### src/rtl/gcttt_pkg.sv
`default_nettype none
// ============================================================================
// Module  : gcttt_pkg
// Brief   : Shared types and constants for the IPU interrupt controller.
// Revision: 1.0 - initial release
// ============================================================================
package gcttt_pkg;

    typedef enum logic [1:0] {
        IDLE = 2'd0,
        REQ  = 2'd1,
        GAP  = 2'd2,
        HOLD = 2'd3
    } state_e;

    localparam int                 COORD_W  = 4;
    localparam logic [COORD_W-1:0] MAX_CELL = 4'd8;

endpackage
`default_nettype wire

### src/rtl/coord_fifo.sv
`default_nettype none
// ============================================================================
// Module  : coord_fifo
// Brief   : DEPTH x WIDTH synchronous FIFO with push/pop and occupancy count.
// Revision: 1.0 - initial release
// ============================================================================
module coord_fifo #(
    parameter int DEPTH = 4,
    parameter int WIDTH = 4
) (
    input  logic                     clk,
    input  logic                     rst,
    input  logic                     push,
    input  logic [WIDTH-1:0]         din,
    input  logic                     pop,
    output logic [WIDTH-1:0]         dout,
    output logic [$clog2(DEPTH):0]   count
);

    localparam int PTR_W = $clog2(DEPTH);

    logic [WIDTH-1:0] mem_q [DEPTH];
    logic [PTR_W-1:0] wr_ptr_q, wr_ptr_d;
    logic [PTR_W-1:0] rd_ptr_q, rd_ptr_d;
    logic [PTR_W:0]   count_q,  count_d;

    // Caller guarantees push only when not full and pop only when not empty.
    always_comb begin
        wr_ptr_d = wr_ptr_q;
        rd_ptr_d = rd_ptr_q;
        count_d  = count_q;
        if (push) begin
            wr_ptr_d = wr_ptr_q + PTR_W'(1);
        end
        if (pop) begin
            rd_ptr_d = rd_ptr_q + PTR_W'(1);
        end
        case ({push, pop})
            2'b10:   count_d = count_q + (PTR_W+1)'(1);
            2'b01:   count_d = count_q - (PTR_W+1)'(1);
            default: count_d = count_q;
        endcase
    end

    always_ff @(posedge clk) begin
        if (rst) begin
            wr_ptr_q <= '0;
            rd_ptr_q <= '0;
            count_q  <= '0;
        end else begin
            wr_ptr_q <= wr_ptr_d;
            rd_ptr_q <= rd_ptr_d;
            count_q  <= count_d;
        end
    end

    always_ff @(posedge clk) begin
        if (push) begin
            mem_q[wr_ptr_q] <= din;
        end
    end

    assign dout  = mem_q[rd_ptr_q];
    assign count = count_q;

endmodule
`default_nettype wire

### src/rtl/ipu_int_ctrl.sv
`default_nettype none
// ============================================================================
// Module  : ipu_int_ctrl
// Brief   : Buffers IPU grid events and issues them one at a time to the core
//           as acknowledged interrupts with timeout/retry.
// Revision: 1.0 - initial release
// ============================================================================
module ipu_int_ctrl
    import gcttt_pkg::*;
#(
    parameter int DEPTH       = 4,
    parameter int HOLD_CYCLES = 64,
    parameter int ACK_TIMEOUT = 256,
    parameter int MAX_RETRY   = 3
) (
    input  logic                     clk,
    input  logic                     rst,
    input  logic                     evt_valid,
    input  logic [COORD_W-1:0]       evt_coord,
    output logic                     evt_ready,
    input  logic                     int_ack,
    input  logic                     proc_halt,
    input  logic                     clr_err,
    output logic                     ipu_int,
    output logic [COORD_W-1:0]       grid_coord,
    output logic [$clog2(DEPTH):0]   pending,
    output logic                     err_bad_coord,
    output logic                     err_timeout
);

    localparam int CNT_W   = $clog2(DEPTH) + 1;
    localparam int TO_W    = $clog2(ACK_TIMEOUT) + 1;
    localparam int HOLD_W  = $clog2(HOLD_CYCLES) + 1;
    localparam int RETRY_W = $clog2(MAX_RETRY + 1) + 1;

    state_e               state_q,      state_d;
    logic                 ipu_int_q,    ipu_int_d;
    logic [COORD_W-1:0]   grid_coord_q, grid_coord_d;
    logic [TO_W-1:0]      to_cnt_q,     to_cnt_d;
    logic [HOLD_W-1:0]    hold_cnt_q,   hold_cnt_d;
    logic [RETRY_W-1:0]   retry_q,      retry_d;
    logic                 err_bad_q,    err_bad_d;
    logic                 err_to_q,     err_to_d;

    logic                 accept;
    logic                 push;
    logic                 pop;
    logic                 timeout_drop;
    logic [COORD_W-1:0]   head;
    logic [CNT_W-1:0]     count;

    // Ready comes from registered occupancy only, so a full FIFO stalls even on a pop cycle.
    assign evt_ready = (count != CNT_W'(DEPTH));
    assign accept    = evt_valid & evt_ready;
    assign push      = accept & (evt_coord <= MAX_CELL);
    assign pop       = (state_q == IDLE) & (count != '0) & ~proc_halt;

    coord_fifo #(
        .DEPTH (DEPTH),
        .WIDTH (COORD_W)
    ) u_coord_fifo (
        .clk   (clk),
        .rst   (rst),
        .push  (push),
        .din   (evt_coord),
        .pop   (pop),
        .dout  (head),
        .count (count)
    );

    always_comb begin
        state_d      = state_q;
        grid_coord_d = grid_coord_q;
        to_cnt_d     = to_cnt_q;
        hold_cnt_d   = hold_cnt_q;
        retry_d      = retry_q;
        timeout_drop = 1'b0;

        case (state_q)
            IDLE: begin
                if (pop) begin
                    grid_coord_d = head;
                    to_cnt_d     = '0;
                    retry_d      = '0;
                    state_d      = REQ;
                end
            end
            REQ: begin
                if (int_ack) begin
                    hold_cnt_d = '0;
                    state_d    = HOLD;
                end else if (to_cnt_q >= TO_W'(ACK_TIMEOUT - 1)) begin
                    if (retry_q != '1) begin
                        retry_d = retry_q + RETRY_W'(1);
                    end
                    state_d = GAP;
                end else if (to_cnt_q != '1) begin
                    to_cnt_d = to_cnt_q + TO_W'(1);
                end
            end
            GAP: begin
                if (retry_q > RETRY_W'(MAX_RETRY)) begin
                    timeout_drop = 1'b1;
                    state_d      = IDLE;
                end else begin
                    to_cnt_d = '0;
                    state_d  = REQ;
                end
            end
            HOLD: begin
                if (hold_cnt_q >= HOLD_W'(HOLD_CYCLES - 1)) begin
                    state_d = IDLE;
                end else if (hold_cnt_q != '1) begin
                    hold_cnt_d = hold_cnt_q + HOLD_W'(1);
                end
            end
            default: state_d = IDLE;
        endcase

        ipu_int_d = (state_d == REQ);
        // Set beats a same-cycle clear.
        err_bad_d = (accept & (evt_coord > MAX_CELL)) | (err_bad_q & ~clr_err);
        err_to_d  = timeout_drop | (err_to_q & ~clr_err);
    end

    always_ff @(posedge clk) begin
        if (rst) begin
            state_q      <= IDLE;
            ipu_int_q    <= 1'b0;
            grid_coord_q <= '0;
            to_cnt_q     <= '0;
            hold_cnt_q   <= '0;
            retry_q      <= '0;
            err_bad_q    <= 1'b0;
            err_to_q     <= 1'b0;
        end else begin
            state_q      <= state_d;
            ipu_int_q    <= ipu_int_d;
            grid_coord_q <= grid_coord_d;
            to_cnt_q     <= to_cnt_d;
            hold_cnt_q   <= hold_cnt_d;
            retry_q      <= retry_d;
            err_bad_q    <= err_bad_d;
            err_to_q     <= err_to_d;
        end
    end

    assign ipu_int       = ipu_int_q;
    assign grid_coord    = grid_coord_q;
    assign pending       = count;
    assign err_bad_coord = err_bad_q;
    assign err_timeout   = err_to_q;

endmodule
`default_nettype wire
### config.mk
export PLATFORM = sky130hd
export DESIGN_NAME = ipu_int_ctrl
export DESIGN_NICKNAME = d
export VERILOG_FILES = /design/src/rtl/gcttt_pkg.sv /design/src/rtl/coord_fifo.sv /design/src/rtl/ipu_int_ctrl.sv
export SDC_FILE = /design/constraint.sdc
export NUM_CORES = 1
export LEC_CHECK = 0
export ABC_AREA = 1
export CAP_MARGIN = 20
export CORE_MARGIN = 5
export CORE_UTILIZATION = 55
export CTS_CLUSTER_SIZE = 14
export DETAILED_ROUTE_END_ITERATION = 8
export PLACE_DENSITY = 0.76
export SYNTH_ARGS = -nofsm -noshare
export SYNTH_HDL_FRONTEND = slang
export SYNTH_SLANG_ARGS = --single-unit
### constraint.sdc
create_clock -name clk -period 3.1 [get_ports clk]
set_clock_uncertainty 0.2 [all_clocks]
set_input_delay 0.93 -clock clk [delete_from_list [all_inputs] [get_ports clk]]
set_output_delay 0.93 -clock clk [all_outputs]
set_load 0.02 [all_outputs]
---- After elaboration in Yosys (flattened, before gate mapping) ----
Memory sizes are Yosys's and may differ from the RTL's. A register that Yosys moved wholly into a read port is not among the register bits.
Index checks and enable logic that the tools add are counted.
storage, ports and cells
  memory bits (writable) .................. 16
  memories kept ........................... 1
  bits of input ports ..................... 10
  register bits ........................... 31
cells by class
  equality and inequality tests ........... 20
  bitwise logic cells ..................... 11
  reductions and logical operators ........ 10
  muxes and demuxes ....................... 26
  add/sub/neg operators ................... 7
  $lt $le $gt $ge ......................... 5
memories
  name                words  bits a word  rd ports  clocked after memory_dff  write ports  line              text
  u_coord_fifo.mem_q  4      4            1         1                         1            coord_fifo.sv:22  logic [WIDTH-1:0] mem_q [DEPTH];
operators with widths
  cell                                                  number
  two-way mux 9 bit                                     5
  case mux 9 bit (3 select lines)                       1
  two-way mux 7 bit                                     3
  != test 2 bit (second input constant)                 9
  case mux 7 bit (2 select lines)                       1
  two-way mux 3 bit                                     4
  case mux 3 bit (2 select lines)                       2
  adder 9 x 1 -> 9 bit (second input constant)          1
  >= comparator 9 x 8 -> 1 bit (second input constant)  1
  != test 9 bit (second input constant)                 1
  two-way mux 2 bit                                     4
  case mux 2 bit (4 select lines)                       1
  adder 7 x 1 -> 7 bit (second input constant)          1
  AND 1 bit                                             7
  >= comparator 7 x 6 -> 1 bit (second input constant)  1
  != test 7 bit (second input constant)                 1
  adder 3 x 1 -> 3 bit (second input constant)          2
  equality test 2 x 1 -> 1 bit (second input constant)  3
  equality test 2 bit (second input constant)           3
  != test 3 bit (second input constant)                 2
  AND reduction 6 bit                                   1
  nonzero test 2 bit                                    3
  nonzero test 3 bit                                    2
  two-way mux 1 bit                                     5
  other kinds (12)                                      15

---- Logic depth before layout (Yosys ltp) ----
  depth after elaboration ................. 6
  mapped depth ............................ 16
  depth with buffers taken out ............ 16

---- Cells and area by module ----
From an unflattened synthesis, not the netlist that was laid out.
second synthesis, totals
  cells, all modules ...................... 326
  area, all modules ....................... 2616.3 um^2
modules (own cells, without submodules)
  module        instances  cells an instance  seq. area each (um^2)  area each (um^2)
  ipu_int_ctrl  1          231                560.5                  1580.3
  coord_fifo    1          95                 660.6                  1036.0

---- Worst setup path after synthesis ----
Ideal clock, no wire load.
  kind .................................... input port to flip-flop
  start point ............................. input evt_coord[0]
  end point ............................... register u_coord_fifo.count_q[1], in the netlist u_coord_fifo.count[1]
  data required time ...................... 2.835 ns
  path slack .............................. 0.524 ns
  setup time .............................. 0.065 ns
  data arrival time ....................... 2.311 ns
  stages .................................. 8
  cells stage by stage .................... o31ai_1 -> nand2_1 -> ha_1 -> inv_1 -> fa_1 -> nor2_1 -> a21oi_1 -> nor2_1
on the way
  cells in the longest elaborated chain, start to end .. 4
  elaborated cells on any way between the ends .. 6
  those cells by class .................... order compare: 1; eq/ne: 2; mux: 1; bitwise: 1; reduce/logical: 1
ends and longest elaborated chain
  item                                                                   line                text
  start: declaration                                                     ipu_int_ctrl.sv:19  input logic [COORD_W-1:0] evt_coord,
  <= comparator 4 bit *                                                  ipu_int_ctrl.sv:55  assign push = accept & (evt_coord <= MAX_CELL);
  AND 1 bit *                                                            ipu_int_ctrl.sv:55
  equality test 2 x 1 -> 1 bit or equality test 2 bit (tied branches)    coord_fifo.sv:38    case ({push, pop})
  case mux 3 bit (2 select lines) or nonzero test 2 bit (tied branches)  n/a
  end signal: assignment                                                 coord_fifo.sv:53    count_q <= count_d;
  end: declaration                                                       coord_fifo.sv:25    logic [PTR_W:0] count_q, count_d;
Mark *: on every way between the ends. The rest lies on a longest branch, timed or not.
A chain may end at the register's enable or synchronous reset.

---- Worst setup path after layout ----
Same ends and word-level chain as after synthesis.

==> flow_summary_export.csv <==
group,metric,value,unit
critical_path,timing.setup.critical_path_class,"primary input to register",
global_route,grt.overflow.total,0,
cts,cts.htree.levels,2,
run,drv_cap,0,
critical_path,cp_common_cell,"nor2_1",
timing,slew_viol_final,0,
timing,fmax,351,MHz
yosys,synth_top_area_share,28.5,%
cts,post_cts_buffers,0,
yosys,ys_ff_latch,51,
drt,drtAntennaViolNets,0,
yosys,syn_inst,310,
yosys,synth.area.top_cells,"dfxtp_1 28%, edfxtp_1 20%, nor2_1 10%",
finish,nets,367,
cts,clkLatencyLatePin,310,ps
die,start_util,56.5,%
finish,instances_no_fill,397,
worst_hold_path,holdPathStages,2,
pwr,ir_drop,401,uV
critical_path,critPathLaunchType,"primary input",
drt,drtPass1Iterations,4,
cts,ctsResizeCount,0,
cts,cts_tree,"built",
timing,holdWs,254,ps
placed_design,port_buffers,20,
yosys,synth.yosys.seq_area_share,48.0,%
die,die_h,76.9,um
critical_path,worstReg2RegStart,"to_cnt_q[0]$_SDFFE_PP0P_",
timing,finalSetupViolCount,0,
yosys,syn_area,0.00246,mm2
finish,fill_cells,368,
timing,layout_min_cycle_time,2850,ps
yosys,async_flop_share,0,%
critical_path,rrSetupSlack,880,ps
critical_path,required,3150,ps
global_route,gr-usage-all-layers,16.8,%
global_route,grt_pass1_vias,1847,
critical_path,cpLargestDelayFamily,"buffers and inverters",
finish,drive_gt1_share,11.3,%
placed_design,hpwl,3530,um
global_route,grt_max_degree,19,
yosys,yosysWarnings,0,
run_status,status,"finished clean",
yosys,synth.largest_area_cell,"dfxtp_1",
timing,final_hold_viol_count,0,
finish,synthToLayoutAreaGrowth,17.3,%
finish,n_antenna_cell,0,
finish,layout_commonest_cell,"nor2_1",
drt,drt_iter0_drc,92,
yosys,synth_nets,333,
yosys,synth_cell_types,29,
finish,layout_common_cells,"68 x nor2_1, 54 x nand2_1, 35 x dfxtp_1",
die,dieWidth,76.9,um
critical_path,crit_slowest_cell,"clkdlybuf4s50_1",
placed_design,gp_congestion,0.797,
drt,drc_errors,0,
yosys,syn_area_per_cell,7.93,um2
worst_hold_path,hold_path_class,"register to register",
cts,cts_buffers,5,
timing,rsz0062_at_grt,"false",
timing,slew_headroom,73.3,%
drt,routed-via-count,1983,
placed_design,place_inst,389,
drt,wl_per_cell,11.7,um
timing,fin_crit_sh,91.8,%
drt,wl,4640,um
cts,cts.clk_slew.worst_paths,90,ps
drt,viasPerCell,4.99,
critical_path,max_stage_delay,470,ps
critical_path,rr_worst_depth,16,
critical_path,critPathBufInv,3,
global_route,grt_pass1_wl,8160,um
pwr,p_leak,1.19,nW
critical_path,crit_chain,"clkdlybuf4s50_1 -> o31ai_1 -> buf_4 -> nand2_1 -> ha_1 -> inv_1 -> fa_1 -> nor2_1 -> a21oi_1 -> nor2_1",
die,pin_count,21,
pwr,power.density,750,mW/mm2
worst_hold_path,worstHoldStart,"hold_cnt_q[6]$_SDFFE_PP0P_",
critical_path,arrival,2900,ps
yosys,synth_edf_count,16,
timing,tightest_slew,400,ps
pwr,power,2.16,mW
worst_hold_path,hold_end,"hold_cnt_q[6]$_SDFFE_PP0P_",
yosys,synth_flop_cell,"dfxtp_1",
cts,clock_tree.root_cell,"clkbuf_8",
cts,cts_max_path_buffers,2,
die,core_area,0.00435,mm2
die,dieArea,0.00591,mm2
global_route,grt_antenna_before_repair,0,
cts,cts_hold_buf,0,
critical_path,crit_fanout,5,
critical_path,worst_setup_path_end_kind,"register",
die,fp-row-count,24,
cts,clock-sinks,51,
critical_path,rr_endpoint,"to_cnt_q[7]$_SDFFE_PP0P_",
## power by group
part	leakage [nW]	internal (mW)	switching, mW
Clock	0.0495	0.168	0.232
Combinational	0.706	0.330	0.546
Sequential	0.431	0.802	0.0833
## layer usage
layer	share of wire (%)	up-vias	wire length [um]	track usage, %
met5	0	-	0	0
met4	1.3	0	61	5.24
met3	3.3	6	155	4.10
met2	47	18	2190	28.5
met1	48	897	2240	20.8
li1	-	1062	-	-
## worst max-delay path by stage
stage | start | to | slack (ps) | cells after the start
detailed placement | evt_coord[0] | u_coord_fifo.count[1]$_SDFFE_PP0P_ | -80 | 10
floorplan | evt_coord[0] | u_coord_fifo.count[1]$_SDFFE_PP0P_ | 520 | 8
CTS | evt_coord[0] | u_coord_fifo.count[1]$_SDFFE_PP0P_ | 240 | 10
global route | evt_coord[0] | u_coord_fifo.count[2]$_SDFFE_PP0P_ | 130 | 11
finish | evt_coord[0] | u_coord_fifo.count[1]$_SDFFE_PP0P_ | 250 | 10
global placement | evt_coord[0] | u_coord_fifo.count[2]$_SDFFE_PP0P_ | -7 | 11
## state kept, by name, indices dropped and copies added (netlist names)
signal,flops
err_bad_coord,1
err_timeout,1
grid_coord,4
hold_cnt_q,7
ipu_int,1
retry_q,3
state_q,2
to_cnt_q,9
u_coord_fifo.count,3
u_coord_fifo.mem_q,16
u_coord_fifo.rd_ptr_q,2
u_coord_fifo.wr_ptr_q,2
## cells by family after synthesis
family	Yosys count	share of synthesized area, %
compound gates	50	10.7
xor+xnor	3	1.07
fa+ha+maj	13	6.92
buf+inv	42	6.77
flops	51	48.0
simple gates	151	26.5
## cell type report
type	instances	area (um2)	share of cell area, %
Clock buffer	5	68.8	2.39
Sequential cell	51	1180	41.0
Timing Repair Buffer	32	290	10.1
Multi-Input combinational cell	217	1110	38.5
Tap cell	52	65.1	2.26
Clock inverter	3	26.3	0.911
Inverter	37	141	4.90
## cells in the mapped netlist, drive strengths merged, types with 2 or more instances
| cell | instances |
|---|---|
| dfxtp | 35 |
| nand3 | 10 |
| xor2 | 3 |
| nand2 | 61 |
| buf | 4 |
| ha | 12 |
| nor2 | 73 |
| o21ai | 24 |
| inv | 37 |
| o22ai | 4 |
| edfxtp | 16 |
| a21oi | 19 |
| nor3 | 5 |
| nand4 | 2 |
## worst register-to-register path, stage by stage (launching register included)
cell and delay (ps):
dfxtp_1 350, ha_1 220, nand2_1 90, inv_1 70, nand2_1 80, nor3_1 60, ha_1 170, nor2_1 120
nand2_1 60, nand2_1 50, nand2_1 60, nor2_2 190, nand2_4 120, inv_4 120, nand2_1 60, nand2_1 50
nor2_1 50
## stage by stage
stage	setup TNS (ps)	setup slack (ps)	area, um2	util (%)
2_1_floorplan	0	524	2460	-
3_3_place_gp	-7.13	-7.13	2790	64.1
3_5_place_dp	-151	-77.3	2790	64.1
4_1_cts	0	245	2880	66.2
5_1_grt	0	129	2880	66.2
6_report	0	254	2880	66.2
Power figures use the tool's default switching activity.
